File: src/rtl/riscv_mem_pkg.sv
// Shared types and default sizing for the fetch/data memory port arbiter.
package riscv_mem_pkg;

  localparam int unsigned ADDR_W_DEF     = 32;
  localparam int unsigned DATA_W_DEF     = 32;
  localparam int unsigned STARVE_MAX_DEF = 4;

  typedef enum logic [1:0] {
    IDLE,
    IF_XFER,
    D_XFER,
    RESP
  } arb_state_e;

endpackage

File: src/rtl/mem_arb_fair_counter.sv
// Saturating count of data grants issued while a fetch was waiting; force_if_o
// tells the arbiter to let the fetch through once the limit is reached.
module mem_arb_fair_counter
  import riscv_mem_pkg::*;
#(
  parameter int unsigned STARVE_MAX = STARVE_MAX_DEF,
  localparam int unsigned CNT_W     = $clog2(STARVE_MAX + 1)
) (
  input  logic             clk_i,
  input  logic             reset_i,
  input  logic             grant_d_i,
  input  logic             grant_if_i,
  input  logic             if_req_i,
  output logic             force_if_o,
  output logic [CNT_W-1:0] cnt_o
);

  logic [CNT_W-1:0] cnt_q, cnt_d;

  always_comb begin
    cnt_d = cnt_q;
    if (grant_if_i) begin
      cnt_d = '0;
    end else if (grant_d_i) begin
      if (!if_req_i) begin
        cnt_d = '0;
      end else if (cnt_q != CNT_W'(STARVE_MAX)) begin
        cnt_d = cnt_q + CNT_W'(1);
      end
    end
  end

  always_ff @(posedge clk_i) begin
    if (reset_i) cnt_q <= '0;
    else         cnt_q <= cnt_d;
  end

  assign force_if_o = (cnt_q == CNT_W'(STARVE_MAX));
  assign cnt_o      = cnt_q;

endmodule

File: src/rtl/mem_port_arbiter.sv
// Arbitrates the fetch and data ports onto one registered single-port memory
// request, with starvation protection for fetch and branch-kill of fetches.
module mem_port_arbiter
  import riscv_mem_pkg::*;
#(
  parameter int unsigned ADDR_W     = ADDR_W_DEF,
  parameter int unsigned DATA_W     = DATA_W_DEF,
  parameter int unsigned STARVE_MAX = STARVE_MAX_DEF
) (
  input  logic                clk_i,
  input  logic                reset_i,
  input  logic                if_req_i,
  input  logic [ADDR_W-1:0]   if_addr_i,
  input  logic                if_kill_i,
  output logic                if_ack_o,
  output logic [DATA_W-1:0]   if_rdata_o,
  input  logic                d_req_i,
  input  logic                d_we_i,
  input  logic [DATA_W/8-1:0] d_be_i,
  input  logic [ADDR_W-1:0]   d_addr_i,
  input  logic [DATA_W-1:0]   d_wdata_i,
  output logic                d_ack_o,
  output logic [DATA_W-1:0]   d_rdata_o,
  output logic                mem_req_o,
  output logic                mem_we_o,
  output logic [DATA_W/8-1:0] mem_be_o,
  output logic [ADDR_W-1:0]   mem_addr_o,
  output logic [DATA_W-1:0]   mem_wdata_o,
  input  logic                mem_ready_i,
  input  logic [DATA_W-1:0]   mem_rdata_i,
  output logic                stall_if_o,
  output logic                stall_mem_o
);

  localparam int unsigned CNT_W = $clog2(STARVE_MAX + 1);

  arb_state_e          state_q, state_d;
  logic                mem_req_q, mem_req_d;
  logic                mem_we_q, mem_we_d;
  logic [DATA_W/8-1:0] mem_be_q, mem_be_d;
  logic [ADDR_W-1:0]   mem_addr_q, mem_addr_d;
  logic [DATA_W-1:0]   mem_wdata_q, mem_wdata_d;
  logic [DATA_W-1:0]   rdata_q, rdata_d;
  logic                is_data_q, is_data_d;
  logic                kill_q, kill_d;
  logic                grant_if, grant_d, force_if;
  logic [CNT_W-1:0]    starve_cnt;

  mem_arb_fair_counter #(
    .STARVE_MAX (STARVE_MAX)
  ) u_fair (
    .clk_i      (clk_i),
    .reset_i    (reset_i),
    .grant_d_i  (grant_d),
    .grant_if_i (grant_if),
    .if_req_i   (if_req_i),
    .force_if_o (force_if),
    .cnt_o      (starve_cnt)
  );

  always_comb begin
    state_d     = state_q;
    mem_req_d   = mem_req_q;
    mem_we_d    = mem_we_q;
    mem_be_d    = mem_be_q;
    mem_addr_d  = mem_addr_q;
    mem_wdata_d = mem_wdata_q;
    rdata_d     = rdata_q;
    is_data_d   = is_data_q;
    kill_d      = kill_q;
    grant_if    = 1'b0;
    grant_d     = 1'b0;
    unique case (state_q)
      IDLE: begin
        kill_d = 1'b0;
        if (d_req_i && !(if_req_i && force_if)) begin
          grant_d     = 1'b1;
          mem_req_d   = 1'b1;
          mem_we_d    = d_we_i;
          mem_be_d    = d_be_i;
          mem_addr_d  = d_addr_i;
          mem_wdata_d = d_wdata_i;
          is_data_d   = 1'b1;
          state_d     = D_XFER;
        end else if (if_req_i) begin
          grant_if    = 1'b1;
          mem_req_d   = 1'b1;
          mem_we_d    = 1'b0;
          mem_be_d    = '1;
          mem_addr_d  = if_addr_i;
          mem_wdata_d = '0;
          is_data_d   = 1'b0;
          state_d     = IF_XFER;
        end
      end
      IF_XFER: begin
        if (if_kill_i) kill_d = 1'b1;
        if (mem_ready_i) begin
          rdata_d   = mem_rdata_i;
          mem_req_d = 1'b0;
          state_d   = RESP;
        end
      end
      D_XFER: begin
        if (mem_ready_i) begin
          rdata_d   = mem_we_q ? '0 : mem_rdata_i;
          mem_req_d = 1'b0;
          state_d   = RESP;
        end
      end
      RESP: begin
        kill_d  = 1'b0;
        state_d = IDLE;
      end
      default: state_d = IDLE;
    endcase
  end

  always_ff @(posedge clk_i) begin
    if (reset_i) begin
      state_q     <= IDLE;
      mem_req_q   <= 1'b0;
      mem_we_q    <= 1'b0;
      mem_be_q    <= '0;
      mem_addr_q  <= '0;
      mem_wdata_q <= '0;
      rdata_q     <= '0;
      is_data_q   <= 1'b0;
      kill_q      <= 1'b0;
    end else begin
      state_q     <= state_d;
      mem_req_q   <= mem_req_d;
      mem_we_q    <= mem_we_d;
      mem_be_q    <= mem_be_d;
      mem_addr_q  <= mem_addr_d;
      mem_wdata_q <= mem_wdata_d;
      rdata_q     <= rdata_d;
      is_data_q   <= is_data_d;
      kill_q      <= kill_d;
    end
  end

  // A kill arriving during the ack cycle itself masks the fetch ack combinationally.
  assign if_ack_o    = (state_q == RESP) && !is_data_q && !kill_q && !if_kill_i;
  assign d_ack_o     = (state_q == RESP) && is_data_q;
  assign if_rdata_o  = rdata_q;
  assign d_rdata_o   = rdata_q;
  assign mem_req_o   = mem_req_q;
  assign mem_we_o    = mem_we_q;
  assign mem_be_o    = mem_be_q;
  assign mem_addr_o  = mem_addr_q;
  assign mem_wdata_o = mem_wdata_q;
  assign stall_if_o  = if_req_i & ~if_ack_o;
  assign stall_mem_o = d_req_i & ~d_ack_o;

endmodule
File: config.mk
export PLATFORM = sky130hd
export DESIGN_NAME = mem_port_arbiter
export DESIGN_NICKNAME = d
export VERILOG_FILES = /design/src/rtl/riscv_mem_pkg.sv /design/src/rtl/mem_arb_fair_counter.sv /design/src/rtl/mem_port_arbiter.sv
export SDC_FILE = /design/constraint.sdc
export NUM_CORES = 1
export LEC_CHECK = 0
export ABC_AREA = 0
export ABC_CLOCK_PERIOD_IN_PS = 1500
export BUFFER_PORTS_ARGS = -buffer_cell sky130_fd_sc_hd__buf_2
export CAP_MARGIN = 20
export CORE_MARGIN = 2
export CORE_UTILIZATION = 40
export CTS_BUF_LIST = sky130_fd_sc_hd__clkbuf_2 sky130_fd_sc_hd__clkbuf_4 sky130_fd_sc_hd__clkbuf_8
export DETAILED_ROUTE_END_ITERATION = 8
export HOLD_SLACK_MARGIN = 0.12
export PLACE_DENSITY = 0.78
export SLEW_MARGIN = 20
export SYNTH_ARGS = -nofsm -noshare
export SYNTH_HDL_FRONTEND = slang
export SYNTH_SLANG_ARGS = --single-unit
File: constraint.sdc
create_clock -name clk_i -period 1.5 [get_ports clk_i]
set_clock_uncertainty 0.15 [all_clocks]
set_input_delay 0.15 -clock clk_i [delete_from_list [all_inputs] [get_ports clk_i]]
set_output_delay 0.15 -clock clk_i [all_outputs]
set_load 0.005 [all_outputs]
# == Word level (Yosys, flattened, before mapping) ==
# Cells that the tools add are included.
# totals
latch_bits,0
wordCells,80
regBits,109
romBits,0
memories,0
ramBits,0
output_inout_bits,138
# op_classes
n_mul,0
n_eq_ne,11
magnitude_cmp,0
reduce_logical,24
addsub,1
muxes,30
shift,0
div_mod_pow,0
bitwise_logic,4
# op_table
cell,n
$mux W32,7
$pmux W32 S2,1
$mux W1,12
$mux W4,2
$reduce_and A2 Y1,4
$reduce_bool A2 Y1,4
$logic_and A1 B1 Y1,6
$mux W2,3
$mux W3,2
$ne A2 B2 Y1 const B,3
$ne A3 B3 Y1 const B,2
$pmux W2 S3,1
$reduce_and A3 Y1,2
$reduce_or A2 Y1,3
$eq A2 B2 Y1 const B,2
$logic_not A1 Y1,4
$ne A2 B1 Y1 const B,2
$pmux W1 S2,2
$add A3 B1 Y3 const B,1
$eq A3 B3 Y1 const B,1
$and A1 B1 Y1,2
$eq A2 B1 Y1 const B,1
$logic_not A2 Y1,1
$not A1 Y1,2

# == Logic depth before layout (Yosys ltp) ==
# logic_depth
ltp_word,7
mapped_depth,7
mapped_depth_nobuf,5

# == Cells and area by module ==
# Synthesis repeated with hierarchy kept, for this count alone.
# hier_totals
hier_cells,540
area_unflattened_um2,4525.6
# by_module_without_submodules
mod,seq_area_each_um2,area_per_inst_um2,cells_per_inst,instances
mem_port_arbiter,2122.0,4351.7,519,1
mem_arb_fair_counter,60.1,173.9,21,1

# == Worst setup path before layout ==
# OpenSTA, ideal clock, no wires.
# synth_timing
path_type,register to register
startpoint,reg state_q[0]
endpoint,"reg u_fair.cnt_q[0], in the netlist u_fair.cnt_o[0]"
path_slack_ps,-93
arrival_ps,1327
path_stages_with_launch,8
period_less_slack_ps,1593
setup_ps,116
path_cell_list,dfxtp_1 -> inv_1 -> ha_1 -> o21a_1 -> buf_6 -> buf_2 -> nor3_1 -> a31o_1
# synth_via
elab_chain_len,3
word_cells_on_any_way,5
cone_classes,mux (2); reduce/logical (3)
# synth_rtl
element,line,source
start: declaration,mem_port_arbiter.sv:37,"arb_state_e state_q, state_d;"
start signal: assignment,mem_port_arbiter.sv:131,state_q <= state_d;
$logic_not A2 Y1 (*),mem_port_arbiter.sv:73,unique case (state_q)
$mux W1,mem_port_arbiter.sv:73,
$reduce_and A2 Y1 (no line) or $reduce_or A2 Y1 (tied branches),n/a,
end signal: assignment,mem_arb_fair_counter.sv:35,else cnt_q <= cnt_d;
end: declaration,mem_arb_fair_counter.sv:18,"logic [CNT_W-1:0] cnt_q, cnt_d;"
# Every way passes the cells marked *; elsewhere a longest branch is shown, timed or not.
# A chain may end at the register's enable or synchronous reset.

# == Worst setup path after layout ==
# layout_timing
startpoint,reg state_q[0]
endpoint,out stall_if_o
# layout_via
elab_chain_len,6
# layout_rtl
element,line,source
$eq A2 B2 Y1,mem_port_arbiter.sv:144,assign if_ack_o = (state_q == RESP) && !is_data_q && !kill_q && !if_kill_i;
$logic_and A1 B1 Y1 (3 in a row),mem_port_arbiter.sv:144,
$not A1 Y1,mem_port_arbiter.sv:153,assign stall_if_o = if_req_i & ~if_ack_o;
$and A1 B1 Y1,mem_port_arbiter.sv:153,
end: declaration,mem_port_arbiter.sv:31,"output logic stall_if_o,"
# No other way between the ends.

==> flow_summary.json <==
{
  "fin_ws_ns": -0.1556,
  "synth_area_leader_cell": "dfxtp_1",
  "crit_path_max_incr_delay_ns": 0.36,
  "finalSetupViolCount": 94,
  "drc": 0,
  "worstMarginPinSlew_ns": 0.4623,
  "holdPathEnd": "mem_req_o",
  "cp-end-kind": "output port",
  "power.density_mw_per_mm2": 1310,
  "ys_seq_elements": 109,
  "numCtsBuffers": 9,
  "synth_fp_nets": 650,
  "min-delay-start": "if_req_i",
  "synth_async_sr_flop_share_pct": 0,
  "area_delta_synth_final_pct": 79.10,
  "avgSynthCellArea_um2": 9.017,
  "yosys_warnings": 0,
  "clock-sinks": 109,
  "cts_tree": "yes",
  "maxSlewHeadroom_pct": 69.18,
  "intPower_uw": 6983,
  "die_y_um": 110.6,
  "grt_pass1_wl_um": 29020,
  "insertedDiodeCount": 0,
  "finalWorstPathRequiredPeriod_ns": 1.656,
  "syn_inst": 504,
  "leakagePower_uw": 0.003805,
  "multi_input_area_mm2": 0.002077,
  "grt_max_degree": 39,
  "antenna_found_initial": 0,
  "synthDominantCellAreaShare_pct": 48.02,
  "ys_seq_area_share_pct": 48.02,
  "antenna_left": 0,
  "clk_pin_slew_ns": 0.10,
  "ir_drop_mv": 0.7227,
  "cp_max_fo": 2,
  "drive_gt1_share_pct": 43.14,
  "netlist_area_mm2": 0.004544,
  "hold_class": "in -> reg",
  "fmax_mhz": 604.0,
  "fin_crit_sh_pct": 110.4,
  "start_kind": "flop",
  "crit_slowest_cell": "dfxtp_2",
  "clk_path_buf_depth": 2,
  "p_comb_share_pct": 44.0,
  "postLayoutCellArea_mm2": 0.008139,
  "dieArea_mm2": 0.01223,
  "critPathKind": "reg -> out",
  "start_util_pct": 41.38,
  "seqCellArea_mm2": 0.002187,
  "p_switching_uw": 3682,
  "crit_arrival_ns": 1.36,
  "hold_depth": 4,
  "finish.utilization_pct": 74.11,
  "pin_count": 277,
  "routed_wirelength_um": 20240,
  "ys.flop_type": "dfxtp_1",
  "status": "complete, but fails checks",
  "r2r_end": "mem_wdata_o[3]",
  "clk_latency_ns": 0.36,
  "worstPathRequired_ns": 1.20,
  "drv_cap": 0,
  "crit_chain": "buf_6, ha_4, nor4b_4, nor2b_1, buf_2",
  "layout.nets": 1045,
  "r2r_start": "state_q[0]",
  "finalHoldViolations": 0,
  "timing.final.max_slew_violations": 0,
  "netlist_top_cells_area": "dfxtp_1 48%, nand3_1 7.3%, a22o_1 6.4%",
  "p_clk_share_pct": 18.5,
  "post_drt_wl_per_cell_um": 19.39,
  "grt_pass1_vias": 5920,
  "rsz0062_at_grt": "yes",
  "htreeDepth": 3,
  "viasPerCell": 5.602,
  "root_buffer": "clkbuf_8",
  "coreArea_mm2": 0.01098,
  "std_cell_rows": 38,
  "grt.overflow.total": 0,
  "gp_congestion": 0.8640,
  "via_count": 5848,
  "io_buffers": 276,
  "die_w_um": 110.6,
  "gr-usage-all-layers_pct": 29.07,
  "synth_edf_count": 0,
  "nFillCells": 687,
  "r2r_slack_ns": -0.14,
  "dpl_cell_area_mm2": 0.005929,
  "seq_power_share_pct": 37.6,
  "drtIter0Drc": 485,
  "ys_types": 39,
  "reg2reg_depth": 7,
  "violations": "setup timing",
  "place_hpwl_um": 10100,
  "first_pass_iters": 5,
  "sw_frac_of_total_pct": 34.52
}
placed cells by master, fill, tap and decap left out, types with 2 or more instances in the layout:
| cell | count |
|---|---|
| a21oi_1 | 33 |
| a21oi_2 | 4 |
| a22o_1 | 33 |
| a31oi_1 | 32 |
| buf_12 | 10 |
| buf_2 | 275 |
| buf_4 | 21 |
| buf_6 | 5 |
| buf_8 | 3 |
| bufinv_16 | 2 |
| clkbuf_16 | 8 |
| clkbuf_8 | 9 |
| clkinvlp_4 | 3 |
| dfxtp_1 | 105 |
| dfxtp_2 | 4 |
| dlygate4sd3_1 | 139 |
| ha_1 | 3 |
| ha_4 | 4 |
| inv_1 | 2 |
| inv_2 | 5 |
| nand2_1 | 37 |
| nand3_1 | 65 |
| nor2b_1 | 2 |
| o21a_4 | 2 |
| o21ai_0 | 14 |
| o21ai_1 | 36 |
| o21ai_2 | 15 |
| o21ai_4 | 2 |
| o221a_4 | 4 |
worst max path at each step:
| stage | startpoint | end | cells past startpoint |
|---|---|---|---|
| 2_1_floorplan | state_q[0] | d_rdata_o[30] | 6 |
| 3_3_place_gp | state_q[1] | u_fair.cnt_o[0] | 6 |
| 3_5_place_dp | state_q[1] | mem_addr_o[26] | 6 |
| 4_1_cts | state_q[0] | stall_if_o | 5 |
| 5_1_grt | state_q[1] | stall_if_o | 5 |
| 6_report | state_q[0] | stall_if_o | 5 |
power groups by stage:
| stage | Clock [uW] | Combinational (uW) | Sequential (uW) |
|---|---|---|---|
| after floorplan | 0 | 1920 | 4010 |
| after global placement | 0 | 3140 | 3950 |
| after detailed placement | 0 | 3260 | 3980 |
| after CTS | 2000 | 3940 | 3930 |
| after global routing | 2110 | 4960 | 4070 |
| final | 1970 | 4690 | 4010 |
stage by stage:
step	hold WS (ns)	cells	total power [uW]	setup TNS [ns]	setup WS, ns
finish	0.1788	1044	10670	-6.844	-0.1556
global route	0.2210	1044	11140	-12.41	-0.2207
CTS	0.1410	1029	9879	-7.063	-0.1677
detailed placement	0.2150	869	7233	-4.863	-0.1376
global placement	0.2093	869	7096	-1.766	-0.06029
floorplan	0.1255	504	5927	-0.5575	-0.01392
state kept, by name (all words and copies together), names as in the netlist:
signal / count
d_rdata_o: 32
mem_addr_o: 32
mem_wdata_o: 32
mem_be_o: 4
u_fair.cnt_o: 3
state_q: 2
is_data_q: 1
kill_q: 1
mem_req_o: 1
mem_we_o: 1
metal layers:
layer  wire (um)  track usage [%]  up-vias
li1            -                -     2588
met4        1190            19.00        0
met1        7286            31.14     2693
met3        1875            6.915       98
met2        9892            50.92      469
met5           0                0        -
worst max-delay path: cells and delay by family, from the launching register on:
kind,cells,cell delay (ns)
buffers and inverters,2,0.24
adder cells (fa/ha/maj),1,0.13
AND/OR/NAND/NOR,2,0.27
flip-flops,1,0.36
synthesized netlist by cell type, types with 2 or more instances:
library cell    n
a21oi_1        37
dfxtp_1       109
o21ai_1        24
a31oi_1        32
buf_1           4
nand3_1        66
o221a_2         5
o21a_1          2
inv_1           6
buf_4          33
nor2b_1         2
and2_1          2
buf_2          13
nor3b_1         2
ha_1            7
clkbuf_1       20
nand2_1        37
a22o_1         33
o21ai_0        43
buf_6           8
area by class of cell:
cell class	instances	share of cell area (%)
multi-input cells	310	25.52
inverters	7	0.3228
repair buffers	462	42.44
clock inverters	6	1.076
clock buffers	10	1.614
flip-flops and latches	109	26.87
well taps	140	2.152
cells by family (layout without fill, tap and decap cells):
group | count (synthesis) | count (layout) | share of synthesized area, %
adders and majority gates | 7 | 7 | 1.927
AOI/OAI and AO/OA | 183 | 183 | 25.03
buffers and inverters | 85 | 485 | 11.43
and+or+nand+nor | 118 | 118 | 13.13
DFF | 109 | 109 | 48.02
muxes | 2 | 2 | 0.4681
timing repair:
action / CTS / global route
cloned: 2 / 10
gates resized for setup: 19 / 70
setup buffers: 3 / 6
pin swaps: 2 / 37
endpoints found under the hold margin: 108 / 0
hold buffers: 139 / 0
setup endpoints to repair: 111 / 111
No activity file was read; power rests on OpenSTA's default activity.
